<file path="src/rtl/uart_tx_pkg.sv">
// Shared definitions for the bus-attached UART transmitter: register map,
// status/control bit positions, transmitter state encoding and baud divisor.
package uart_tx_pkg;

  // Register select values on the single address line
  localparam logic REG_DATA = 1'b0;
  localparam logic REG_STAT = 1'b1;

  // Bit positions inside the status byte returned from REG_STAT
  localparam int STAT_BUSY  = 0;
  localparam int STAT_FULL  = 1;
  localparam int STAT_EMPTY = 2;
  localparam int STAT_OVR   = 3;
  localparam int STAT_IEN   = 4;

  // Bit positions inside the control byte written to REG_STAT
  localparam int CTRL_IEN   = 0;
  localparam int CTRL_FLUSH = 1;

  // Serial framing states: one start bit, eight data bits, one stop bit
  typedef enum logic [1:0] {
    ST_IDLE  = 2'd0,
    ST_START = 2'd1,
    ST_DATA  = 2'd2,
    ST_STOP  = 2'd3
  } tx_state_e;

  // Clocks per serial bit, rounded to the nearest integer
  function automatic int calcDiv(input int clkHz, input int baud);
    return (clkHz + (baud / 2)) / baud;
  endfunction

endpackage

</file>
<file path="src/rtl/uart_tx_port_fifo.sv">
// Small synchronous FIFO buffering bytes between the CPU bus and the
// serial shifter. Flush has priority over push and pop in the same cycle.
module sync_fifo
  import uart_tx_pkg::*;
#(
  parameter int WIDTH = 8,
  parameter int DEPTH = 16
) (
  input  logic                     clk,
  input  logic                     rst_n,
  input  logic                     i_push,
  input  logic                     i_pop,
  input  logic                     i_flush,
  input  logic [WIDTH-1:0]         i_data,
  output logic [WIDTH-1:0]         o_data,
  output logic [$clog2(DEPTH):0]   o_count,
  output logic                     o_overflow
);

  localparam int AW = $clog2(DEPTH);
  localparam int CW = AW + 1;

  logic [WIDTH-1:0] r_mem [DEPTH];
  logic [AW-1:0]    r_wrPtr;
  logic [AW-1:0]    r_rdPtr;
  logic [CW-1:0]    r_count;

  logic w_full;
  logic w_empty;
  logic w_doPop;
  logic w_doPush;

  assign w_full  = (r_count == CW'(DEPTH));
  assign w_empty = (r_count == '0);

  // A pop frees a slot in the same cycle, so a full FIFO can still take a push
  assign w_doPop    = i_pop & ~w_empty & ~i_flush;
  assign w_doPush   = i_push & ~i_flush & (~w_full | w_doPop);
  assign o_overflow = i_push & ~i_flush & w_full & ~w_doPop;

  assign o_data  = r_mem[r_rdPtr];
  assign o_count = r_count;

  // Storage array; contents need no reset because the count guards reads
  always_ff @(posedge clk) begin
    if (w_doPush) begin
      r_mem[r_wrPtr] <= i_data;
    end
  end

  // Pointer and occupancy bookkeeping, pointers wrap on the power-of-two depth
  always_ff @(posedge clk or negedge rst_n) begin
    if (!rst_n) begin
      r_wrPtr <= '0;
      r_rdPtr <= '0;
      r_count <= '0;
    end else if (i_flush) begin
      r_wrPtr <= '0;
      r_rdPtr <= '0;
      r_count <= '0;
    end else begin
      if (w_doPush) begin
        r_wrPtr <= r_wrPtr + 1'b1;
      end
      if (w_doPop) begin
        r_rdPtr <= r_rdPtr + 1'b1;
      end
      case ({w_doPush, w_doPop})
        2'b10:   r_count <= r_count + 1'b1;
        2'b01:   r_count <= r_count - 1'b1;
        default: r_count <= r_count;
      endcase
    end
  end

endmodule

</file>
<file path="src/rtl/uart_tx_port.sv">
// CPU-bus serial transmitter: edge-detects the bus strobes, holds the
// control/status registers, buffers bytes in a FIFO and shifts them out 8N1.
module uart_tx_port
  import uart_tx_pkg::*;
#(
  parameter int CLK_HZ     = 50_000_000,
  parameter int BAUD       = 115200,
  parameter int FIFO_DEPTH = 16
) (
  input  logic       clk,
  input  logic       rst_n,
  input  logic       cs_n,
  input  logic       wr_n,
  input  logic       rd_n,
  input  logic       a,
  input  logic [7:0] din,
  output logic [7:0] dout,
  output logic       irq,
  output logic       txd
);

  localparam int DIV     = calcDiv(CLK_HZ, BAUD);
  localparam int TIMER_W = (DIV > 1) ? $clog2(DIV) : 1;
  localparam int CNT_W   = $clog2(FIFO_DEPTH) + 1;

  logic               r_wrTermQ;
  logic               r_rdTermQ;
  logic               r_ien;
  logic               r_ovr;
  logic [7:0]         r_dout;
  tx_state_e          r_state;
  logic [TIMER_W-1:0] r_timer;
  logic [2:0]         r_bitCnt;
  logic [7:0]         r_shift;
  logic               r_txd;

  logic               w_wrTerm;
  logic               w_rdTerm;
  logic               w_wrEvent;
  logic               w_rdEvent;
  logic               w_push;
  logic               w_ctrlWr;
  logic               w_flush;
  logic               w_pop;
  logic               w_timerDone;
  logic               w_busy;
  logic [7:0]         w_fifoData;
  logic [CNT_W-1:0]   w_fifoCount;
  logic               w_fifoFull;
  logic               w_fifoEmpty;
  logic               w_overflow;
  logic [7:0]         w_status;

  // Strobe terms; an event is the first cycle a term is seen true
  assign w_wrTerm  = ~cs_n & ~wr_n;
  assign w_rdTerm  = ~cs_n & ~rd_n;
  assign w_wrEvent = w_wrTerm & ~r_wrTermQ;
  assign w_rdEvent = w_rdTerm & ~r_rdTermQ;

  assign w_push   = w_wrEvent & (a == REG_DATA);
  assign w_ctrlWr = w_wrEvent & (a == REG_STAT);
  assign w_flush  = w_ctrlWr & din[CTRL_FLUSH];

  assign w_fifoFull  = (w_fifoCount == CNT_W'(FIFO_DEPTH));
  assign w_fifoEmpty = (w_fifoCount == '0);

  assign w_busy      = (r_state != ST_IDLE);
  assign w_timerDone = (r_timer == TIMER_W'(DIV - 1));

  // Load the shifter from idle, or straight from the last stop-bit clock so
  // consecutive frames have no idle gap; a flush in the same cycle suppresses it
  assign w_pop = ((r_state == ST_IDLE) | ((r_state == ST_STOP) & w_timerDone))
                 & ~w_fifoEmpty & ~w_flush;

  assign irq  = r_ien & w_fifoEmpty & ~w_busy;
  assign dout = r_dout;
  assign txd  = r_txd;

  sync_fifo #(
    .WIDTH (8),
    .DEPTH (FIFO_DEPTH)
  ) u_fifo (
    .clk        (clk),
    .rst_n      (rst_n),
    .i_push     (w_push),
    .i_pop      (w_pop),
    .i_flush    (w_flush),
    .i_data     (din),
    .o_data     (w_fifoData),
    .o_count    (w_fifoCount),
    .o_overflow (w_overflow)
  );

  // Assemble the status byte from the named bit positions
  always_comb begin
    w_status              = 8'h00;
    w_status[STAT_BUSY]   = w_busy;
    w_status[STAT_FULL]   = w_fifoFull;
    w_status[STAT_EMPTY]  = w_fifoEmpty;
    w_status[STAT_OVR]    = r_ovr;
    w_status[STAT_IEN]    = r_ien;
  end

  // Remember last cycle's strobe terms so long strobes yield a single event
  always_ff @(posedge clk or negedge rst_n) begin
    if (!rst_n) begin
      r_wrTermQ <= 1'b0;
      r_rdTermQ <= 1'b0;
    end else begin
      r_wrTermQ <= w_wrTerm;
      r_rdTermQ <= w_rdTerm;
    end
  end

  // Interrupt enable from control writes; overrun sticky until a read event
  always_ff @(posedge clk or negedge rst_n) begin
    if (!rst_n) begin
      r_ien <= 1'b0;
      r_ovr <= 1'b0;
    end else begin
      if (w_ctrlWr) begin
        r_ien <= din[CTRL_IEN];
      end
      if (w_rdEvent) begin
        r_ovr <= 1'b0;
      end
      if (w_overflow) begin
        r_ovr <= 1'b1;
      end
    end
  end

  // Read data tracks the register select every cycle; data reads return zero
  always_ff @(posedge clk or negedge rst_n) begin
    if (!rst_n) begin
      r_dout <= 8'h00;
    end else begin
      r_dout <= (a == REG_STAT) ? w_status : 8'h00;
    end
  end

  // Framing FSM with bit timer, bit counter, shifter and registered line output
  always_ff @(posedge clk or negedge rst_n) begin
    if (!rst_n) begin
      r_state  <= ST_IDLE;
      r_timer  <= '0;
      r_bitCnt <= '0;
      r_shift  <= '0;
      r_txd    <= 1'b1;
    end else begin
      case (r_state)
        ST_IDLE: begin
          r_txd   <= 1'b1;
          r_timer <= '0;
          if (w_pop) begin
            r_shift <= w_fifoData;
            r_txd   <= 1'b0;
            r_state <= ST_START;
          end
        end
        ST_START: begin
          if (w_timerDone) begin
            r_timer  <= '0;
            r_bitCnt <= '0;
            r_txd    <= r_shift[0];
            r_shift  <= {1'b0, r_shift[7:1]};
            r_state  <= ST_DATA;
          end else begin
            r_timer <= r_timer + 1'b1;
          end
        end
        ST_DATA: begin
          if (w_timerDone) begin
            r_timer <= '0;
            if (r_bitCnt == 3'd7) begin
              r_txd   <= 1'b1;
              r_state <= ST_STOP;
            end else begin
              r_bitCnt <= r_bitCnt + 1'b1;
              r_txd    <= r_shift[0];
              r_shift  <= {1'b0, r_shift[7:1]};
            end
          end else begin
            r_timer <= r_timer + 1'b1;
          end
        end
        ST_STOP: begin
          if (w_timerDone) begin
            r_timer <= '0;
            if (w_pop) begin
              r_shift <= w_fifoData;
              r_txd   <= 1'b0;
              r_state <= ST_START;
            end else begin
              r_state <= ST_IDLE;
            end
          end else begin
            r_timer <= r_timer + 1'b1;
          end
        end
        default: begin
          r_state <= ST_IDLE;
          r_txd   <= 1'b1;
          r_timer <= '0;
        end
      endcase
    end
  end

endmodule

</file>
<file path="config.mk">
export PLATFORM = sky130hd
export DESIGN_NAME = uart_tx_port
export DESIGN_NICKNAME = d
export VERILOG_FILES = /design/src/rtl/uart_tx_pkg.sv /design/src/rtl/uart_tx_port_fifo.sv /design/src/rtl/uart_tx_port.sv
export SDC_FILE = /design/constraint.sdc
export NUM_CORES = 1
export LEC_CHECK = 0
export ABC_AREA = 1
export BUFFER_PORTS_ARGS = -buffer_cell sky130_fd_sc_hd__buf_2
export CELL_PAD_IN_SITES_DETAIL_PLACEMENT = 1
export CELL_PAD_IN_SITES_GLOBAL_PLACEMENT = 1
export CORE_UTILIZATION = 37
export CTS_BUF_LIST = sky130_fd_sc_hd__clkbuf_4
export DETAILED_ROUTE_END_ITERATION = 10
export MAX_ROUTING_LAYER = met4
export PLACE_DENSITY = 0.63
export SLEW_MARGIN = 20
export SYNTH_ARGS = -nofsm -noshare
export SYNTH_HDL_FRONTEND = slang
export SYNTH_SLANG_ARGS = --single-unit
</file>
<file path="constraint.sdc">
create_clock -name clk -period 3.8 [get_ports clk]
set_input_delay 0.38 -clock clk [delete_from_list [all_inputs] [get_ports clk]]
set_output_delay 0.38 -clock clk [all_outputs]
set_load 0.03 [all_outputs]
</file>
# --- After elaboration in Yosys (flattened, before gate mapping) ---
# Memory sizes are Yosys's and may differ from the RTL's.
# Cells that the tools add are included.
word_totals:
  mem_count: 1
  in_bits: 14
  out_inout_bits: 10
  register_bits: 45
  word_cells: 116
  latch_bits: 0
  rom_bits: 0
  mem_bits_rw: 128
op_classes:
  n_mux: 37
  n_addsub: 6
  n_bitwise: 31
  n_div: 0
  shift: 0
  eq_ne: 15
  n_lt_le_gt_ge: 0
  n_reduce_logical: 13
  mul: 0
mem_list:
  columns: ["memory", "depth", "word_bits", "rd", "rd_clocked_by_memory_dff", "wr", "line", "source"]
  rows:
  - ["u_fifo.r_mem", 16, 8, 1, 0, 1, "uart_tx_port_fifo.sv:23", "logic [WIDTH-1:0] r_mem [DEPTH];"]
op_table:
  columns: ["cell", "count"]
  rows:
  - ["two-way mux 8 bit", 5]
  - ["one-hot mux 8 bit (4 select lines)", 1]
  - ["bitwise AND 1 bit", 18]
  - ["one-hot mux 9 bit (2 select lines)", 1]
  - ["two-way mux 4 bit", 4]
  - ["AND reduction 4 bit", 3]
  - ["two-way mux 1 bit", 11]
  - ["inverter 1 bit", 11]
  - ["two-way mux 2 bit", 5]
  - ["two-way mux 5 bit", 2]
  - ["inequality test 2 bit, second input constant", 5]
  - ["one-hot mux 5 bit (2 select lines)", 1]
  - ["nonzero test 2 bit", 5]
  - ["adder 9 x 1 -> 9 bit, second input constant", 1]
  - ["== test 9 bit, second input constant", 1]
  - ["two-way mux 3 bit", 3]
  - ["two-way mux 9 bit", 1]
  - ["adder 4 x 1 -> 4 bit, second input constant", 2]
  - ["one-hot mux 2 bit (4 select lines)", 1]
  - ["== test 2 bit, second input constant", 3]
  - ["one-hot mux 3 bit (2 select lines)", 1]
  - ["adder 5 x 1 -> 5 bit, second input constant", 1]
  - ["== test 5 bit, second input constant", 1]
  - ["logical NOT 5 bit", 1]
  - ["11 further kinds", 14]

# --- Logic depth before layout (Yosys ltp) ---
logic_depth:
  depth_word: 14
  mapped_depth: 18

# --- Cells and area by module ---
# A second synthesis with hierarchy kept.
hier_totals:
  cells_unflattened: 696
  area_unflattened_um2: 7676.1
modules_own_cells:
  columns: ["mod", "n_inst", "cells_per_inst", "seq_area_each_um2", "area_each_um2"]
  rows:
  - ["sync_fifo", 1, 482, 4169.0, 5901.9]
  - ["uart_tx_port", 1, 214, 802.0, 1774.2]

# --- Least setup slack after synthesis ---
# Ideal clock, no wire load.
synth_timing:
  path_type: "register to register"
  from: "register r_timer[1]"
  to: "memory u_fifo.r_mem[0][0] (enable)"
  n_path_buf: 0
  arrival_time_ns: 1.749
  setup_ns: 0.370
  setup_slack_ns: 1.681
  stages_incl_launch_ff: 13
  required_time_ns: 3.430
  cell_sequence: "dfrtp_1 inv_1 ha_1 nand2_1 nor2_4 nand3_2 nand2_4 nand3_4 nand2_1 nand2_2 inv_2 nand2_1 nor2_1"
synth_via:
  elab_chain_len: 11
synth_rtl:
  columns: ["item", "line", "source"]
  rows:
  - ["start, declared", "uart_tx_port.sv:32", "logic [TIMER_W-1:0] r_timer;"]
  - ["start signal, assigned", "uart_tx_port.sv:169", "r_timer <= r_timer + 1'b1;"]
  - ["start signal, assigned", "uart_tx_port.sv:184", "r_timer <= r_timer + 1'b1;"]
  - ["start signal, assigned", "uart_tx_port.sv:198", "r_timer <= r_timer + 1'b1;"]
  - ["== test 9 bit", "uart_tx_port.sv:68", "assign w_timerDone = (r_timer == TIMER_W'(DIV - 1));"]
  - ["bitwise AND 1 bit", "uart_tx_port.sv:72", "assign w_pop = ((r_state == ST_IDLE) | ((r_state == ST_STOP) & w_timerDone))"]
  - ["OR 1 bit", "uart_tx_port.sv:72", null]
  - ["bitwise AND 1 bit (2 in series)", "uart_tx_port.sv:73", "& ~w_fifoEmpty & ~w_flush;"]
  - ["bitwise AND 1 bit (2 in series)", "uart_tx_port_fifo.sv:37", "assign w_doPop = i_pop & ~w_empty & ~i_flush;"]
  - ["OR 1 bit", "uart_tx_port_fifo.sv:38", "assign w_doPush = i_push & ~i_flush & (~w_full | w_doPop);"]
  - ["bitwise AND 1 bit", "uart_tx_port_fifo.sv:38", null]
  - ["two-way mux 1 bit", "uart_tx_port_fifo.sv:46", "if (w_doPush) begin"]
  - ["two-way mux 1 bit (implied by the code)", "uart_tx_port_fifo.sv:47", "r_mem[r_wrPtr] <= i_data;"]
  - ["end, declared", "uart_tx_port_fifo.sv:23", null]
# Every way passes these cells.

# --- Worst setup path in the final report ---
layout_timing:
  from: "register r_state[0]"
  to: "memory u_fifo.r_mem[8][0] (enable)"
layout_via:
  elab_chain_len: 11
layout_rtl:
  columns: ["item", "line", "source"]
  rows:
  - ["start, declared", "uart_tx_port.sv:31", "tx_state_e r_state;"]
  - ["start signal, assigned", "uart_tx_port.sv:145", "r_state <= ST_IDLE;"]
  - ["start signal, assigned", "uart_tx_port.sv:158", "r_state <= ST_START;"]
  - ["start signal, assigned", "uart_tx_port.sv:167", "r_state <= ST_DATA;"]
  - ["== test 2 bit", "uart_tx_port.sv:72", null]
  - ["bitwise AND 1 bit", "uart_tx_port.sv:72", null]
  - ["OR 1 bit (*)", "uart_tx_port.sv:72", null]
  - ["bitwise AND 1 bit (*) (2 in series)", "uart_tx_port.sv:73", null]
  - ["bitwise AND 1 bit (*) (2 in series)", "uart_tx_port_fifo.sv:37", null]
  - ["OR 1 bit (*)", "uart_tx_port_fifo.sv:38", null]
  - ["bitwise AND 1 bit (*)", "uart_tx_port_fifo.sv:38", null]
  - ["two-way mux 1 bit (*)", "uart_tx_port_fifo.sv:46", null]
  - ["two-way mux 1 bit (implied by the code) (*)", "uart_tx_port_fifo.sv:47", null]
# Mark *: on every way between the ends. The rest lies on a longest branch, timed or not.

==> results.ini <==
[yosys]
synth_cell_types = 41
synth_top_area_cell = edfxtp_1
syn_area_per_cell_um2 = 11.6
synth_cells = 642
synth_top_area_share_pct = 51.6
synth_area_mm2 = 0.00744
yosysSeqAreaShare_pct = 66.8
synth_warnings = 0
synthTopCellsByArea = edfxtp_1 52%, dfrtp_1 15%, o21ai_0 5.6%
ys_ff_latch = 173

[pwr]
clkPwrFrac_pct = 27.8
p_int_mw = 2.55
p_switching_mw = 1.05
ir_drop_mv = 0.165
combPwrFrac_pct = 13.2
p_seq_share_pct = 59.0
power.leakage_nw = 2.98
switching_share_pct = 29.2
power_per_cell_area_mw_per_mm2 = 446

[final_layout]
n_antenna_cell = 0
layout.area.seq_mm2 = 0.00497
finalNonFillerCells = 940
area_growth_pct = 8.56
fill_cells = 2145
drive_above_1_share_pct = 11.4
multiInputGateArea_mm2 = 0.00214
layout.nets = 692

[cts]
cts_root_buf = clkbuf_4
clkLatencyLatePin_ns = 0.58
path_clk_slew_ns = 0.13
cts_resized = 0
htreeDepth = 4
cts_inserted_buffers = 17
cts_max_path_buffers = 2
cts.sinks = 173
cts_tree = built

[critical_path]
cp-start-kind = flop
rrSetupSlack_ns = 1.15
path_max_fanout = 8
reg2reg_to = u_fifo.r_mem[8][0]
r2r_cells = 10
endpoint = u_fifo.r_mem[8][0]
reg2reg_from = r_state[0]
worst_setup_path_startpoint = r_state[0]
worstSetupPathType = reg -> reg
arrival_ns = 2.86
end_kind = flop
required_ns = 4.01

[global_route]
grt_use_total_pct = 20.6
grt_max_degree = 67
grt_pass1_wl_mm = 29.9
antenna_found_initial = 0
grt_remaining_overflow = 0
grt_pass1_vias = 5274

[place]
dp.cells = 903
place.port_buffers = 20
routabilityCongestion = 0.871
hpwl_mm = 12.9

[route]
wl_per_cell_um = 20.4
vias = 4879
wl_mm = 19.1
viasPerCell = 5.19
drc = 0
drtIter0Drc = 260
first_pass_iters = 7
antenna_left = 0

[sta]
period_share_pct = 69.6
max_slew_margin_pct = 36.1
rsz0062_at_grt = false
fmax_mhz = 378
tightest_slew_ns = 0.957
setup_viol = 0
finalSetupTns_ns = 0
skew_ns = 0.0259
finalMaxSlewViolations = 0
fin_crit_ns = 2.65
hold_viol = 0
hold_ws_ns = 0.0640

[min_path]
hold_class = in -> reg
hold_depth = 3

[die]
die_area_mm2 = 0.0207
coreArea_mm2 = 0.0196
die_w_um = 144
initial_core_util_pct = 38.0
die_y_um = 144
io_pins = 24
num_rows = 51

[job]
maxCapViolations = 0

[status]
status = complete, no violations

-- critical path, stage by stage (launching register included) --
cell and delay, ns:
dfrtp_1 0.46, inv_1 0.14, ha_1 0.21, inv_1 0.12, nand2_4 0.13, nand3_4 0.11, nand2_1 0.13, nand2_2 0.07
inv_2 0.12, nand2_1 0.19, nor2_1 0.60
-- repair_timing --
item                      4_1_cts  5_1_grt
hold endpoints to repair       20        0
buffers inserted                0        0
hold buffers                    5        0
-- power groups by stage --
stage	registers, mW	logic (mW)	clock network, mW
2_1_floorplan	2.17	0.304	0
3_5_place_dp	2.17	0.478	0
6_report	2.12	0.476	1.00
3_3_place_gp	2.16	0.465	0
4_1_cts	2.12	0.482	1.04
5_1_grt	2.13	0.535	1.09
-- cells in the final DEF, fill, tap and decap left out, drive strengths merged, types with 8 or more instances in the layout --
master  Yosys  routed
o21ai      87      87
clkinv      1       8
clkbuf     19      19
nor2      110     110
ha         16      16
inv        51      56
nand3      39      39
buf        11      24
a21oi      13      13
edfxtp    128     128
o211ai     12      12
nand2      51      51
nor3       11      11
dfrtp      44      44
o221ai     27      27
-- metal layers --
| metal | up-vias | global-route usage [%] | routed length (um) |
|---|---|---|---|
| li1 | 2315 | - | - |
| met1 | 2443 | 25.8 | 8380 |
| met2 | 95 | 33.1 | 9510 |
| met3 | 26 | 3.63 | 762 |
| met4 | 0 | 8.17 | 482 |
| met5 | - | - | 0 |
-- sequential cells by signal (all words and copies together), names as in the netlist --
signal / flops
dout: 5
u_fifo.r_wrPtr: 4
r_wrTermQ: 1
txd: 1
r_ovr: 1
r_rdTermQ: 1
r_shift: 8
r_bitCnt: 3
r_timer: 9
u_fifo.o_count: 5
u_fifo.r_rdPtr: 4
r_state: 2
u_fifo.r_mem: 128
r_ien: 1
-- through the flow --
step           area (um^2)  setup WS [ns]  utilization (%)  total power, mW
2_1_floorplan         7450           1.68                -             2.47
3_3_place_gp          7770           1.23             39.7             2.63
3_5_place_dp          7770           1.12             39.7             2.64
4_1_cts               8080           1.11             41.2             3.65
5_1_grt               8080          0.928             41.2             3.76
6_report              8080           1.15             41.2             3.60
-- worst min-delay path by stage --
stage	from	end	slack, ns
after floorplan	rst_n	dout[0]	0.08
after global placement	rst_n	u_fifo.o_count[3]	0.35
after detailed placement	rst_n	u_fifo.o_count[4]	0.36
after CTS	a	dout[4]	0.01
after global routing	a	dout[4]	0.03
final	a	dout[4]	0.06
-- cell families (layout without fill, tap and decap cells) --
kind of cell               Yosys count  count (layout)  synth area share, %
and+or+nand+nor                    216             216                 12.9
DFF                                173             173                 66.8
AOI/OAI and AO/OA                  150             150                 12.6
buffers and inverters               82             113                 4.51
adders and majority gates           16              16                 2.69
xor gates and xnor gates             4               4                0.471
other                                1               3               0.0504
-- cell type report --
class | count | area share (%)
clock buffer | 19 | 1.77
clock inverter | 13 | 1.41
inverter | 52 | 2.42
multi-input combinational | 389 | 26.5
sequential | 173 | 61.5
tap | 265 | 4.10
timing repair buffer | 29 | 2.23
-- Yosys cell counts --
| cell type | instances |
|---|---|
| clkbuf_1 | 19 |
| o221ai_1 | 27 |
| nand4_2 | 1 |
| ha_1 | 16 |
| o21ai_2 | 2 |
| nand2_1 | 46 |
| o21ai_1 | 1 |
| dfrtp_1 | 44 |
| o211ai_1 | 11 |
| buf_4 | 3 |
| nor2_2 | 1 |
| o21bai_1 | 1 |
| dfstp_2 | 1 |
| nand3_1 | 36 |
| inv_2 | 2 |
| o211ai_4 | 1 |
| nand4_4 | 1 |
| conb_1 | 1 |
| and3_1 | 1 |
| inv_1 | 49 |
| buf_2 | 7 |
| nand2_4 | 1 |
| xnor2_1 | 1 |
| nand2_2 | 4 |
| nor3_2 | 1 |
| edfxtp_1 | 128 |
| nand3_4 | 1 |
| nor2_1 | 108 |
| xor2_1 | 3 |
| buf_6 | 1 |
| nor2_4 | 1 |
| o21a_1 | 2 |
| a211oi_4 | 1 |
| nor3_1 | 10 |
| nand4_1 | 1 |
| a21oi_1 | 13 |
| o21ai_0 | 84 |
| or2_2 | 1 |
| clkinv_1 | 1 |
| o22ai_1 | 7 |
| nand3_2 | 2 |
No activity file was read; power rests on OpenSTA's default activity.
